===== config.mk =====
export PLATFORM = sky130hd
export DESIGN_NAME = spi_master_ctrl
export DESIGN_NICKNAME = d
export VERILOG_FILES = /design/src/rtl/spi_master_ctrl.sv
export SDC_FILE = /design/constraint.sdc
export NUM_CORES = 1
export LEC_CHECK = 0
export ABC_AREA = 1
export CORE_UTILIZATION = 40
export CTS_CLUSTER_DIAMETER = 80
export DETAILED_ROUTE_END_ITERATION = 8
export MAX_ROUTING_LAYER = met4
export PLACE_DENSITY = 0.79
export SLEW_MARGIN = 20
export SYNTH_ARGS = -nofsm -noshare
export SYNTH_HDL_FRONTEND = slang
export SYNTH_SLANG_ARGS = --single-unit

===== constraint.sdc =====
create_clock -name clk -period 4.1 [get_ports clk]
set_input_delay 0.82 -clock clk [delete_from_list [all_inputs] [get_ports clk]]
set_output_delay 0.82 -clock clk [all_outputs]
set_load 0.03 [all_outputs]

===== src/rtl/spi_master_ctrl.sv =====
// spi_master_ctrl: SPI mode 0 master sequencer driving an external parallel-load shift register.
module spi_master_ctrl #(
  parameter int DATA_LEN = 8,
  parameter int CLK_DIV  = 2
) (
  input  logic                clk,
  input  logic                rst,
  input  logic                start,
  input  logic [DATA_LEN-1:0] tx_data,
  output logic                busy,
  output logic                done,
  output logic [DATA_LEN-1:0] rx_data,
  output logic                sclk,
  output logic                cs_n,
  input  logic                miso,
  output logic                sr_load_en,
  output logic                sr_shift_en,
  output logic [DATA_LEN-1:0] sr_d_in,
  output logic                sr_serial_in,
  input  logic                sr_serial_out,
  input  logic [DATA_LEN-1:0] sr_d_out
);
  localparam int CW = $clog2(CLK_DIV);
  localparam int BW = $clog2(DATA_LEN + 1);
  typedef enum logic [1:0] {IDLE, LEAD, HIGH, LOW} state_t;
  state_t state, state_nxt;
  logic [CW-1:0] cnt;
  logic [BW-1:0] bit_cnt;
  logic tick, accept, finish, rise, fall;
  logic unused_mosi;
  assign unused_mosi = sr_serial_out;
  // The load cycle does not count toward the lead time, so MOSI is stable a full half-period.
  assign tick = !sr_load_en && cnt == CW'(CLK_DIV - 1);
  always_ff @(posedge clk or posedge rst) begin
    if (rst) begin
      state <= IDLE;
      cnt   <= '0;
    end else begin
      state <= state_nxt;
      cnt   <= (state_nxt != state || state == IDLE) ? '0 : cnt + CW'(!sr_load_en);
    end
  end
  always_comb begin
    state_nxt = state;
    case (state)
      IDLE:    state_nxt = start ? LEAD : IDLE;
      LEAD:    state_nxt = tick ? HIGH : LEAD;
      HIGH:    state_nxt = tick ? LOW : HIGH;
      default: state_nxt = tick ? (bit_cnt == BW'(DATA_LEN) ? IDLE : HIGH) : LOW;
    endcase
  end
  always_comb begin
    accept = state == IDLE && start;
    finish = state == LOW && tick && bit_cnt == BW'(DATA_LEN);
    fall   = state == HIGH && tick;
    rise   = state != HIGH && state_nxt == HIGH;
  end
  always_ff @(posedge clk or posedge rst) begin
    if (rst) begin
      busy         <= 1'b0;
      done         <= 1'b0;
      cs_n         <= 1'b1;
      sclk         <= 1'b0;
      sr_load_en   <= 1'b0;
      sr_shift_en  <= 1'b0;
      sr_d_in      <= '0;
      sr_serial_in <= 1'b0;
      rx_data      <= '0;
      bit_cnt      <= '0;
    end else begin
      busy         <= accept | (busy & ~finish);
      done         <= finish;
      cs_n         <= accept ? 1'b0 : finish ? 1'b1 : cs_n;
      sclk         <= rise ? 1'b1 : fall ? 1'b0 : sclk;
      sr_load_en   <= accept;
      sr_shift_en  <= fall;
      sr_d_in      <= accept ? tx_data : sr_d_in;
      sr_serial_in <= rise ? miso : sr_serial_in;
      rx_data      <= finish ? sr_d_out : rx_data;
      bit_cnt      <= accept ? '0 : bit_cnt + BW'(fall);
    end
  end
endmodule


==> impl_metrics.toml <==
[yosys]
synthMuxAreaShare = 0
netlist.area_leader.share = 0.577
synth-xor-area-share = 0.00696
synth-compound-area-share = 0.0249
yosys.area_share.simple = 0.280
asyncSetResetFlopFracSynth = 1.00
synth-adder-area-share = 0.0298
synth_sequential_area_ratio = 0.597
netlist_instances = 138
synthesis.area_sq_um = 1260
synthDistinctLibCells = 21
synth_top_family_by_area = "simple AND/OR/NAND/NOR gates"
yosys-top-cells-area = "dfrtp_1 (58%), nand2_1 (19%), inv_1 (3.6%)"
yosysMostFrequentCell = "nand2_1"
postSynth.topFlopCell = "dfrtp_1"
ys_seq_elements = 30
syn-mean-instance-area_sq_um = 9.12
synth_edf_count = 0
synth.top_cells.by_count = "nand2_1 (63), dfrtp_1 (29), inv_1 (12)"
postSynthNetCount = 162
synthesis.yosys.warnings = 0
synthDominantAreaCellType = "dfrtp_1"

[pwr]
power.static_leakage_nw = 0.897
max-vdd-ir-drop_mv = 0.402
pwr_density_cell_nw_per_um2 = 798
total_power_mw = 1.40

[drt]
vias = 999
met3RoutedLength_um = 133
top_layer = "met4"
drtPass1Iterations = 4
wire_per_inst_um = 10.8
antenna_violating_nets_post_route = 0
detail_route.vias_per_cell = 4.40
met2RoutedLength_um = 1150
detailedRoute.firstIterationViolations = 8
route.final.wire_length_um = 2460
drc = 0
met1_length_um = 1130

[outcome]
status = "completed"

[cells_and_area]
layout.cell_area.non_filler_sq_um = 1760
fin_nets = 208
diodes = 0
layout-area-overhead-vs-synth_pct = 39.6
drive_above_1_share = 0.0811

[timing]
worst_clock_skew_ns = 0.00823
fmax_mhz = 426
tcrit_tclk_final = 0.573
tns_ns = 0
tightestPinTransition_ns = 0.594
setup-violations-final = 0
slew-limit-headroom = 0.604
rsz0062_at_grt = "no"
final-hold-violation-count = 0
timing.final.max_slew_violations = 0
min_period_ns = 2.35

[die]
row_count = 19
die_area_sq_um = 3380
die_width_um = 58.1
floorplan.die.height_um = 58.1
design.core.area_sq_um = 2880
io_pins = 44
floorplan.initialDensity = 0.438

[global_route]
first_global_vias = 1006
grt_start_max_net_pins = 31
global_route_wire_length_before_repair_um = 4240
grt_antenna_before_repair = 0
grt_overflow_total = 0
grt_use_total = 0.175

[worst_setup_path]
required_time_worst_endpoint_ns = 3.28
worst_ep_arrival_time_ns = 1.53
worst_path_cell_trace = "clkdlybuf4s50_1"
crit_path_top_delay_cell = "clkdlybuf4s50_1"
maximum_cell_stage_delay_along_the_critical_path_ns = 0.67
crit_path_end_kind = "output pin"
worst-setup-path-type = "flip-flop to output pin"
timing.critical_path.from_type = "flip-flop"
timing.critical_path.fanout_max = 2
critical_path.top_delay_family = "buffers and inverters"
critical_path.n_buffers_inverters = 1

[clock_tree]
post_cts_hold_buffer_count = 0
worst_skew_late_latency_ns = 0.32
htreeDepth = 2
clock_sinks = 30
cts_resized = 0
root_buffer_cell = "clkbuf_4"
cts_tree = "yes"
cts-buffers-inserted = 5
cts_max_path_buffers = 2
clk_transition_reported_paths_ns = 0.08
cts.repair_timing.setup_buffer_count = 0

[placement]
numPortBuffers = 42
post_dp_cell_area_sq_um = 1710
global_placement_routability_congestion = 0.782
post-dp-hpwl_um = 1780

[min_path]
timing.hold.worst.class = "flip-flop to flip-flop"

[run]
drv_cap = 0
[placed cells by master (no fill, tap or decap)]
cell,n
nor2_1,10
nor2_4,1
dfrtp_1,29
ha_1,3
clkdlybuf4s50_1,42
o21bai_2,1
o21ai_0,1
clkbuf_1,3
nand4_1,1
inv_1,11
a21oi_1,2
nor2_8,1
xnor2_1,1
clkbuf_4,5
inv_2,3
o21ai_1,1
nand3_2,2
dfstp_2,1
nand3_1,3
nand2_1,63
nand2_2,1
[where the power goes]
group          internal, mW  total, mW  leakage [nW]  switching, mW
clock                0.0682      0.160        0.0265         0.0920
combinational         0.298      0.725         0.510          0.427
sequential            0.434      0.517         0.360         0.0825
total                 0.800       1.40         0.897          0.602
[kinds of logic after synthesis]
family	after synthesis
buffers and inverters	17
XOR/XNOR	1
AND/OR/NAND/NOR	82
AO/OA/AOI/OAI	5
adder cells (fa/ha/maj)	3
flip-flops	30
[final timing paths]
check	end	cells past startpoint	start	slack (ns)
max in group asynchronous	sr_d_in[3]	2	rst	2.83
worst max register to register	bit_cnt[2]	8	sr_load_en	2.45
worst min-delay path	cs_n	2	cs_n	0.48
worst max-delay path	cs_n	1	cs_n	1.75
worst min register to register	cs_n	2	cs_n	0.48
min in group asynchronous	sr_d_in[1]	2	rst	0.88
[final cells by class]
type | count | area [sq um]
multi-input combinational | 91 | 430
inverter | 14 | 52.6
fill | 258 | 1120
timing repair buffer | 42 | 420
clock buffer | 8 | 48.8
sequential | 30 | 752
tap | 42 | 52.6
[registers in the layout (all words and copies together) (netlist names)]
signal	cells
cs_n	1
sclk	1
busy	1
done	1
cnt	1
rx_data	8
sr_shift_en	1
sr_load_en	1
sr_serial_in	1
sr_d_in	8
bit_cnt	4
state	2
[through the flow]
step | instances | hold slack, ns | worst slack (ns) | utilization
finish | 227 | 0.476 | 1.75 | 0.611
global route | 227 | 0.512 | 1.70 | 0.611
CTS | 227 | 0.477 | 1.74 | 0.611
detailed placement | 219 | 0.464 | 1.93 | 0.594
global placement | 219 | 0.461 | 1.96 | 0.594
floorplan | 138 | 0.501 | 2.41 | -
[worst register-to-register path: cells and delay by family, from the launching register on]
kind | cells | cell delay, ns
adders and majority gates | 3 | 0.65
buffers and inverters | 2 | 0.12
and+or+nand+nor | 2 | 0.26
DFF | 1 | 0.36
xor gates and xnor gates | 1 | 0.16
[routing by layer]
metal  GRT usage  vias up
li1            -      509
met2       0.268       30
met5           -        -
met3      0.0491        7
met4      0.0816        0
met1       0.215      453
(Power assumes the default switching activity.)
